`config.mk`:
```
export PLATFORM = sky130hd
export DESIGN_NAME = packet_sync_flat
export DESIGN_NICKNAME = d
export VERILOG_FILES = /design/src/rtl/ble_rx_pkg.sv /design/src/rtl/packet_sync_if.sv /design/src/rtl/bit_sampler.sv /design/src/rtl/packet_sync.sv /design/src/flat_wrapper.sv
export SDC_FILE = /design/constraint.sdc
export NUM_CORES = 1
export LEC_CHECK = 0
export CAP_MARGIN = 25
export CORE_UTILIZATION = 62
export CTS_BUF_LIST = sky130_fd_sc_hd__clkbuf_4 sky130_fd_sc_hd__clkbuf_8
export DETAILED_ROUTE_END_ITERATION = 10
export PLACE_DENSITY = 0.82
export SETUP_SLACK_MARGIN = 0.05
export SLEW_MARGIN = 10
export SYNTH_ARGS = -nofsm -noshare
export SYNTH_HDL_FRONTEND = slang
export SYNTH_SLANG_ARGS = --single-unit
```
`constraint.sdc`:
```
create_clock -name clk -period 7.5 [get_ports clk]
set_input_delay 0.75 -clock clk [delete_from_list [all_inputs] [get_ports clk]]
set_output_delay 0.75 -clock clk [all_outputs]
set_load 0.01 [all_outputs]
```
`src/rtl/ble_rx_pkg.sv`:
```
// Shared types and constants for the BLE receive chain.
// Used by the packet framing stage and its interface.
package ble_rx_pkg;

  typedef enum logic [2:0] {
    IDLE,
    ACCESS,
    HEADER,
    PAYLOAD,
    DONE
  } pkt_state_t;

  localparam logic [31:0] BLE_ADV_AA = 32'h8E89BED6;
  localparam int AA_LEN  = 32;
  localparam int HDR_LEN = 16;

endpackage

```
`src/rtl/packet_sync_if.sv`:
```
// Bit-stream input and framed-packet output bundle
// between preamble detector, packet_sync and dewhitener.
interface packet_sync_if;
  import ble_rx_pkg::*;

  logic               en;
  logic               data_bit;
  logic               preamble_detected;
  logic               aa_match;
  logic [HDR_LEN-1:0] header;
  logic               bit_out;
  logic               bit_valid;
  logic               pkt_done;
  logic               pkt_abort;

  modport master (
    output en,
    output data_bit,
    output preamble_detected,
    input  aa_match,
    input  header,
    input  bit_out,
    input  bit_valid,
    input  pkt_done,
    input  pkt_abort
  );

  modport slave (
    input  en,
    input  data_bit,
    input  preamble_detected,
    output aa_match,
    output header,
    output bit_out,
    output bit_valid,
    output pkt_done,
    output pkt_abort
  );

endinterface

```
`src/rtl/bit_sampler.sv`:
```
// Mid-bit sample strobe generator for the oversampled
// bit stream; restarted on every preamble detect.
module bit_sampler #(
  parameter int SAMPLE_RATE = 16
) (
  input  logic clk,
  input  logic resetn,
  input  logic en,
  input  logic start,
  output logic strobe
);

  localparam int PW = $clog2(SAMPLE_RATE);

  logic [PW-1:0] phase_q, phase_d;

  // Count down per enabled cycle; strobe and reload at zero.
  always_comb begin
    phase_d = phase_q;
    strobe  = 1'b0;
    if (en) begin
      if (start) begin
        phase_d = PW'(SAMPLE_RATE/2 - 2);
      end else if (phase_q == '0) begin
        strobe  = 1'b1;
        phase_d = PW'(SAMPLE_RATE - 1);
      end else begin
        phase_d = phase_q - PW'(1);
      end
    end
  end

  // Phase register.
  always_ff @(posedge clk or negedge resetn) begin
    if (!resetn) phase_q <= '0;
    else         phase_q <= phase_d;
  end

endmodule

```
`src/rtl/packet_sync.sv`:
```
// BLE packet framing: access-address correlation, header
// capture and payload/CRC bit streaming.
module packet_sync
  import ble_rx_pkg::*;
#(
  parameter int          SAMPLE_RATE = 16,
  parameter logic [31:0] ACCESS_ADDR = BLE_ADV_AA,
  parameter int          AA_ERRORS   = 1,
  parameter int          MAX_LEN     = 37,
  parameter int          CRC_BITS    = 24
) (
  input logic         clk,
  input logic         resetn,
  packet_sync_if.slave rx
);

  pkt_state_t         state_q, state_d;
  logic [5:0]         cnt_q, cnt_d;
  logic [AA_LEN-2:0]  aa_sr_q, aa_sr_d;
  logic [HDR_LEN-2:0] hdr_sr_q, hdr_sr_d;
  logic [11:0]        rem_q, rem_d;
  logic [HDR_LEN-1:0] header_q, header_d;
  logic               aa_match_q, aa_match_d;
  logic               bit_out_q, bit_out_d;
  logic               bit_valid_q, bit_valid_d;
  logic               pkt_done_q, pkt_done_d;
  logic               pkt_abort_q, pkt_abort_d;

  logic               start;
  logic               strobe;
  logic [AA_LEN-1:0]  aa_word;
  logic [HDR_LEN-1:0] hdr_word;
  logic [7:0]         len;
  logic [11:0]        rem_load;
  logic               aa_ok;

  function automatic int popcount(input logic [AA_LEN-1:0] v);
    int n;
    n = 0;
    for (int i = 0; i < AA_LEN; i++) n += int'(v[i]);
    return n;
  endfunction

  bit_sampler #(
    .SAMPLE_RATE(SAMPLE_RATE)
  ) u_sampler (
    .clk   (clk),
    .resetn(resetn),
    .en    (rx.en),
    .start (start),
    .strobe(strobe)
  );

  assign start    = rx.en & rx.preamble_detected
                  & (state_q == IDLE);
  assign aa_word  = {rx.data_bit, aa_sr_q};
  assign hdr_word = {rx.data_bit, hdr_sr_q};
  assign len      = hdr_word[15:8];
  assign rem_load = 12'({len, 3'b000}) + 12'(CRC_BITS);
  assign aa_ok    = popcount(aa_word ^ ACCESS_ADDR)
                  <= AA_ERRORS;

  // Framing FSM: next state, shift registers, output pulses.
  always_comb begin
    state_d     = state_q;
    cnt_d       = cnt_q;
    aa_sr_d     = aa_sr_q;
    hdr_sr_d    = hdr_sr_q;
    rem_d       = rem_q;
    header_d    = header_q;
    aa_match_d  = 1'b0;
    bit_out_d   = 1'b0;
    bit_valid_d = 1'b0;
    pkt_done_d  = 1'b0;
    pkt_abort_d = 1'b0;
    unique case (state_q)
      IDLE: begin
        if (start) begin
          cnt_d   = '0;
          state_d = ACCESS;
        end
      end
      ACCESS: begin
        if (strobe) begin
          aa_sr_d = aa_word[AA_LEN-1:1];
          if (cnt_q == 6'(AA_LEN - 1)) begin
            cnt_d = '0;
            if (aa_ok) begin
              aa_match_d = 1'b1;
              state_d    = HEADER;
            end else begin
              state_d = IDLE;
            end
          end else begin
            cnt_d = cnt_q + 6'd1;
          end
        end
      end
      HEADER: begin
        if (strobe) begin
          hdr_sr_d = hdr_word[HDR_LEN-1:1];
          if (cnt_q == 6'(HDR_LEN - 1)) begin
            cnt_d    = '0;
            header_d = hdr_word;
            if (len > 8'(MAX_LEN)) begin
              pkt_abort_d = 1'b1;
              state_d     = IDLE;
            end else begin
              rem_d   = rem_load;
              state_d = (rem_load == '0) ? DONE : PAYLOAD;
            end
          end else begin
            cnt_d = cnt_q + 6'd1;
          end
        end
      end
      PAYLOAD: begin
        if (strobe) begin
          bit_valid_d = 1'b1;
          bit_out_d   = rx.data_bit;
          rem_d       = rem_q - 12'd1;
          if (rem_q == 12'd1) state_d = DONE;
        end
      end
      DONE: begin
        pkt_done_d = 1'b1;
        state_d    = IDLE;
      end
      default: state_d = IDLE;
    endcase
  end

  // State and output registers; reset drops everything.
  always_ff @(posedge clk or negedge resetn) begin
    if (!resetn) begin
      state_q     <= IDLE;
      cnt_q       <= '0;
      aa_sr_q     <= '0;
      hdr_sr_q    <= '0;
      rem_q       <= '0;
      header_q    <= '0;
      aa_match_q  <= 1'b0;
      bit_out_q   <= 1'b0;
      bit_valid_q <= 1'b0;
      pkt_done_q  <= 1'b0;
      pkt_abort_q <= 1'b0;
    end else begin
      state_q     <= state_d;
      cnt_q       <= cnt_d;
      aa_sr_q     <= aa_sr_d;
      hdr_sr_q    <= hdr_sr_d;
      rem_q       <= rem_d;
      header_q    <= header_d;
      aa_match_q  <= aa_match_d;
      bit_out_q   <= bit_out_d;
      bit_valid_q <= bit_valid_d;
      pkt_done_q  <= pkt_done_d;
      pkt_abort_q <= pkt_abort_d;
    end
  end

  assign rx.aa_match  = aa_match_q;
  assign rx.header    = header_q;
  assign rx.bit_out   = bit_out_q;
  assign rx.bit_valid = bit_valid_q;
  assign rx.pkt_done  = pkt_done_q;
  assign rx.pkt_abort = pkt_abort_q;

endmodule

```
`src/flat_wrapper.sv`:
```
// flat-port wrapper written by rule: the top's interface ports become plain ports
module packet_sync_flat import ble_rx_pkg::*;
#(
  parameter int          SAMPLE_RATE = 16,
  parameter logic [31:0] ACCESS_ADDR = BLE_ADV_AA,
  parameter int          AA_ERRORS   = 1,
  parameter int          MAX_LEN     = 37,
  parameter int          CRC_BITS    = 24
)
  (clk, resetn, rx_en, rx_data_bit, rx_preamble_detected, rx_aa_match, rx_header, rx_bit_out, rx_bit_valid, rx_pkt_done, rx_pkt_abort);
  packet_sync_if rx_i ();
  input logic clk;
  input logic resetn;
  input wire logic [$bits(rx_i.en)-1:0] rx_en;
  input wire logic [$bits(rx_i.data_bit)-1:0] rx_data_bit;
  input wire logic [$bits(rx_i.preamble_detected)-1:0] rx_preamble_detected;
  output wire logic [$bits(rx_i.aa_match)-1:0] rx_aa_match;
  output wire logic [$bits(rx_i.header)-1:0] rx_header;
  output wire logic [$bits(rx_i.bit_out)-1:0] rx_bit_out;
  output wire logic [$bits(rx_i.bit_valid)-1:0] rx_bit_valid;
  output wire logic [$bits(rx_i.pkt_done)-1:0] rx_pkt_done;
  output wire logic [$bits(rx_i.pkt_abort)-1:0] rx_pkt_abort;
  assign rx_i.en = rx_en;
  assign rx_i.data_bit = rx_data_bit;
  assign rx_i.preamble_detected = rx_preamble_detected;
  assign rx_aa_match = rx_i.aa_match;
  assign rx_header = rx_i.header;
  assign rx_bit_out = rx_i.bit_out;
  assign rx_bit_valid = rx_i.bit_valid;
  assign rx_pkt_done = rx_i.pkt_done;
  assign rx_pkt_abort = rx_i.pkt_abort;
  packet_sync #(.SAMPLE_RATE(SAMPLE_RATE), .ACCESS_ADDR(ACCESS_ADDR), .AA_ERRORS(AA_ERRORS), .MAX_LEN(MAX_LEN), .CRC_BITS(CRC_BITS)) u_core (.clk(clk), .resetn(resetn), .rx(rx_i));
endmodule
```
=== Word-level counts from Yosys, hierarchy flattened ===
Index checks and enable logic that the tools add are counted.

* Register bits: 92
* Latch bits: 0
* RAM bits: 0
* Bits in read-only memories: 0
* Bits of input ports: 5
* Output and inout port bits: 21
* Word-level logic and storage cells: 118
* Memories: 0

* Add/sub/neg operators: 35
* $mul: 0
* Div/mod/pow operators: 0
* Order comparisons: 2
* Equal/unequal tests: 15
* Shift-type cells: 0
* Muxes and demuxes: 40
* Bitwise operators: 3
* Reduce and logical (&&, ||, !) cells: 11

{| class="wikitable"
|+ Operators with widths
! operator !! number
|-
| adder 32 x 2 -> 32 bit || 30
|-
| 2-to-1 mux 12 bit || 4
|-
| <= comparator 32 x 2 -> 1 bit (second input constant) || 1
|-
| 2-to-1 mux 6 bit || 5
|-
| 2-to-1 mux 3 bit || 9
|-
| one-hot mux 12 bit (2 select lines) || 1
|-
| inverter 18 bit || 1
|-
| one-hot mux 6 bit (3 select lines) || 1
|-
| 2-to-1 mux 1 bit || 16
|-
| inequality test 2 x 1 -> 1 bit (second input constant) || 7
|-
| adder 11 x 5 -> 12 bit (second input constant) || 1
|-
| == test 12 x 1 -> 1 bit (second input constant) || 1
|-
| zero test 12 bit || 1
|-
| one-hot mux 3 bit (4 select lines) || 1
|-
| subtractor 12 x 1 -> 12 bit (second input constant) || 1
|-
| > comparator 8 x 6 -> 1 bit (second input constant) || 1
|-
| 2-to-1 mux 4 bit || 2
|-
| AND reduction 7 bit || 1
|-
| adder 6 x 1 -> 6 bit (second input constant) || 1
|-
| == test 3 x 2 -> 1 bit (second input constant) || 2
|-
| == test 6 x 4 -> 1 bit (second input constant) || 1
|-
| == test 6 x 5 -> 1 bit (second input constant) || 1
|-
| AND reduction 5 bit || 1
|-
| zero test 4 bit || 1
|-
| 13 further kinds || 15
|}

=== Depth between registers and ports, before layout ===
* Depth after elaboration: 37
* Mapped depth: 18
* Mapped depth without buffers: 18

=== By module ===
Synthesis repeated with hierarchy kept, for this count alone.

* Cells, all modules: 451
* Area total of the unflattened synthesis: 4989.8 sq um

{| class="wikitable"
|+ Modules (own cells, without submodules)
! module !! instances !! cells each !! area each (sq um) !! seq. area each (sq um)
|-
| packet_sync || 1 || 429 || 4787.1 || 2202.1
|-
| bit_sampler || 1 || 22 || 202.7 || 100.1
|}

=== Least setup slack after synthesis ===
OpenSTA, ideal clock, no wires.

* Path kind: register -> register
* Start: register u_core.aa_sr_q[0]
* End: register u_core.state_q[1]
* Library setup time: 65 ps
* Arrival time: 5571 ps
* Data required time: 7435 ps
* Slack: 1864 ps
* Cell stages (with the launch flop): 17
* Path buffers: 0
* Period minus slack after synthesis: 5636 ps
* Cell sequence: dfrtp_1 ha_1 fa_1 inv_1 fa_1 fa_1 inv_1 fa_1 fa_1 fa_1 fa_1 fa_1 or4_1 nor2_1 o21ai_0 nor4b_1 or3_1

* Longest elaborated chain between the ends: 36

{| class="wikitable"
|+ Ends and longest elaborated chain
! what !! RTL line !! text
|-
| start, declared || packet_sync.sv:19 || <nowiki>logic [AA_LEN-2:0] aa_sr_q, aa_sr_d;</nowiki>
|-
| start signal, assigned || packet_sync.sv:150 || <nowiki>aa_sr_q <= aa_sr_d;</nowiki>
|-
| adder 1 x 1 -> 2 bit || packet_sync.sv:40 || <nowiki>for (int i = 0; i < AA_LEN; i++) n += int'(v[i]);</nowiki>
|-
| adder 32 x 2 -> 32 bit (30 in series) || packet_sync.sv:40 ||
|-
| <= comparator 32 x 2 -> 1 bit || packet_sync.sv:61 || <nowiki><= AA_ERRORS;</nowiki>
|-
| 2-to-1 mux 2 bit || packet_sync.sv:88 || <nowiki>if (aa_ok) begin</nowiki>
|-
| 2-to-1 mux 3 bit || packet_sync.sv:86 || <nowiki>if (cnt_q == 6'(AA_LEN - 1)) begin</nowiki>
|-
| 2-to-1 mux 3 bit || packet_sync.sv:84 || <nowiki>if (strobe) begin</nowiki>
|-
| one-hot mux 3 bit (4 select lines) || packet_sync.sv:76 || <nowiki>unique case (state_q)</nowiki>
|-
| end signal, assigned || packet_sync.sv:148 || <nowiki>state_q <= state_d;</nowiki>
|-
| end, declared || packet_sync.sv:17 || <nowiki>pkt_state_t state_q, state_d;</nowiki>
|}

Every way passes these cells. The select of a mux whose other input is x is not followed.
A chain may end at the register's enable or synchronous reset.

=== Worst setup path in the final report ===
* Start: input port rx_data_bit
* End: register u_core.state_q[1]

* Longest elaborated chain between the ends: 7
* Elaborated cells between the ends (all ways): 14
* Those cells by class: add/sub (2); order compare (2); mux (8); bitwise (1); reduce/logical (1)

{| class="wikitable"
|+ Ends and longest elaborated chain
! what !! RTL line !! text
|-
| start, declared || flat_wrapper.sv:15 || <nowiki>input wire logic [$bits(rx_i.data_bit)-1:0] rx_data_bit;</nowiki>
|-
| inverter 18 bit (no source line) or adder 11 x 5 -> 12 bit (tied branches) || n/a ||
|-
| adder 32 x 2 -> 32 bit or zero test 12 bit (tied branches) || packet_sync.sv:40, packet_sync.sv:110 ||
|-
| <= comparator 32 x 2 -> 1 bit or 2-to-1 mux 3 bit (tied branches) || packet_sync.sv:61, packet_sync.sv:110 ||
|-
| 2-to-1 mux 2 bit or 2-to-1 mux 3 bit (tied branches) || packet_sync.sv:88, packet_sync.sv:105 ||
|-
| 2-to-1 mux 3 bit (on tied branches) || packet_sync.sv:86, packet_sync.sv:102 ||
|-
| 2-to-1 mux 3 bit (on tied branches) || packet_sync.sv:84, packet_sync.sv:100 ||
|-
| one-hot mux 3 bit (4 select lines) (*) || packet_sync.sv:76 ||
|}

Every way passes the cells marked *; elsewhere a longest branch is shown, timed or not. The select of a mux whose other input is x is not followed.

==> metrics.txt <==
Worst Tran Pin Value=890 ps; DR vias=3502; Final Hold Violating Endpoints=0; Synth Cell Area=~5000 um^2; Yosys warning total=0; Seq cells post-synth=a little over 90; Longest Clk Path Bufs=2; worst vdd ir=142 uV; most frequent cells in the layout=dfrtp_1 (92), inv_1 (56), nand2_1 (44); ANT cells=0; max-cap check violation count=0; commonest non-fill, non-tap cell in the layout=dfrtp_1; fillers=around 550; final wirelength=a little under 10000 um; Initial DRC Count=251; Multi-input gate area=2420 um^2; fmax=approximately 0.16 GHz; syn_nets=512; GRT overflow=0; Placement Cell Area=5340 um^2; die width=91.9 um; Worst-path clk slew=100 ps; Num Clock Sinks=92; DR pass1 iterations=5; power density over the cells=203 nW/um^2; non-filler instance count after layout=596; hold-fix buffers at CTS=0; syn_area_per_cell=roughly 11 um^2; drt via density=~5.9; Final Skew=9.73 ps; most used cell, CP=fa_1; minimum clock period=6160 ps; max incr delay on CP=~700 ps; CP Capture Type=flip-flop; GPL Wtd Cong=0.843; wire per inst=16.2 um; worst setup path class=primary input to flip-flop; status=finished clean; TNS Setup=0 ps; share of cells above drive strength 1=13.2%; launching point of the worst reg2reg path=u_core.aa_sr_q[0]; CTS H-tree depth=3; Initial Utilization=64.5%; pin count of the biggest net entering global routing=67; CP startpoint kind=primary input; first-pass GRT wire length=17500 um; top_reg_cell synth=dfrtp_1; Layout area overhead=11.2%; Crit-path slowest cell=clkdlybuf4s50_1; Synth Instances=468; Layout Nets=~530; r2r worst-path depth=16; DRC violations left=0; post-cts sizing count=0; Site Rows=32; period utilization=82.2%; Finished Cell Area=5570 um^2; RSZ-0062 raised after global routing=no; Routed Antenna Nets=0; Final HPWL DP=between 6000 and 7000 um; Slew Viols, Final=0; Pleak=around 2.6 nW; crit path cell chain=clkdlybuf4s50_1 -> fa_1 -> fa_1 -> inv_1 -> fa_1 -> fa_1 -> fa_1 -> fa_1 -> fa_1 -> fa_1 -> or4_1 -> nor2_1 -> o21ai_0 -> nor4b_1 -> or3_1; Placed Cells incl. Taps=580; post-CTS setup buffer count=0; pre-CTS WS=948 ps; die area=8450 um^2; Worst Setup Slack, final=about 1300 ps; flop-to-flop setup slack=1620 ps; number of enable flip-flop cells after synthesis=0; Post-synth ARST share=100%; Data required, critical path=between 7000 and 8000 ps; final setup vio count=0; vias in the first global route=3682; clock tree root driver cell=clkbuf_8; Total GRT Usage=roughly a quarter; total CTS buffers=9; register area=about 2300 um^2; worst hold slack=between 200 and 300 ps; post-synthesis sequential area ratio=45.9%; Slew Limit Headroom=40.5%; Ports=26; worst min-delay path class=primary input to async pin; CTS tree=done; post-synthesis cell type count=59; initial antenna violation count=0; worst skew pair latency=370 ps; capturing point of the worst reg2reg path=u_core.state_q[1]; IO Port Bufs=25; core footprint=7770 um^2; Worst Path Arrival=6470 ps; DIE HEIGHT=91.9 um; CP Max Fanout=7
critical path, delay by kind of cell:
family	cells	cell delay, ps
compound gates	1	120
simple gates	4	1050
buf+inv	2	750
fa+ha+maj	8	3810
per-stage QoR:
| step | util [%] | power, mW |
|---|---|---|
| after floorplan | - | 0.703 |
| after global placement | 68.4 | 0.745 |
| after detailed placement | 68.8 | 0.759 |
| after CTS | 71.8 | 1.14 |
| after global routing | 71.8 | 1.19 |
| final | 71.8 | 1.13 |
worst max-delay path by stage:
stage / from / endpoint / slack, ps / cells after the start
3_3_place_gp: rx_data_bit / u_core.state_q[1] / 1070 / 15
5_1_grt: rx_data_bit / u_core.state_q[1] / 1000 / 15
3_5_place_dp: rx_data_bit / u_core.state_q[1] / 950 / 15
4_1_cts: rx_data_bit / u_core.state_q[1] / 1350 / 15
2_1_floorplan: u_core.aa_sr_q[0] / u_core.state_q[1] / 1860 / 16
6_report: rx_data_bit / u_core.state_q[1] / 1340 / 15
final cells by class:
class                      count  area share [%]
timing repair buffer          27            5.07
inverter                      57            3.84
sequential                    92            41.3
multi-input combinational    302            43.3
clock inverter                 6            1.68
clock buffer                  10            2.47
tap                          102            2.29
flip-flops by register name, indices dropped and copies added, names as in the netlist:
register                  cells
u_core.hdr_sr_q              15
u_core.rx.pkt_abort           1
u_core.rx.header             16
u_core.cnt_q                  6
u_core.rx.bit_out             1
u_core.state_q                3
u_core.u_sampler.phase_q      4
u_core.rem_q                 12
u_core.rx.aa_match            1
u_core.aa_sr_q               31
u_core.rx.pkt_done            1
u_core.rx.bit_valid           1
layer usage:
| layer | GRT usage, % | wire length (um) |
|---|---|---|
| met1 | 35.4 | 4180 |
| met2 | 42.5 | 4730 |
| met3 | 5.89 | 460 |
| met4 | 11.1 | 273 |
| met5 | 0 | 0 |
cells in the mapped netlist (4+ instances only):
library cell | n | area share (%)
nand3_1 | 8 | 0.80
ha_1 | 15 | 3.7
mux2_2 | 33 | 7.4
nor2b_1 | 5 | 0.62
fa_1 | 24 | 9.6
a21oi_1 | 13 | 1.3
a22o_1 | 4 | 0.70
o21ai_0 | 40 | 4.0
nor2_1 | 27 | 2.0
a31oi_1 | 5 | 0.62
nand2b_1 | 4 | 0.50
mux2_4 | 5 | 1.5
and3_1 | 5 | 0.62
xnor2_1 | 4 | 0.70
clkbuf_1 | 7 | 0.52
inv_1 | 56 | 4.2
o31ai_1 | 5 | 0.75
nor3_1 | 6 | 0.60
buf_2 | 8 | 0.80
nand2_1 | 44 | 3.3
dfrtp_1 | 92 | 46
cell families (layout without fill, tap and decap cells):
kind of cell | after synthesis | in the layout | synth area share, %
DFF | 92 | 92 | 45.9
adders and majority gates | 39 | 39 | 13.3
AOI/OAI and AO/OA | 93 | 93 | 11.6
buffers and inverters | 74 | 100 | 5.89
xor gates and xnor gates | 6 | 6 | 1.05
muxes | 39 | 39 | 9.11
and+or+nand+nor | 125 | 125 | 13.1
where the power goes:
group	internal (mW)	switching [mW]
clock network	0.200	0.180
registers	0.534	0.0509
logic	0.0785	0.0899
Note: power is estimated with default switching activity, not from simulation.
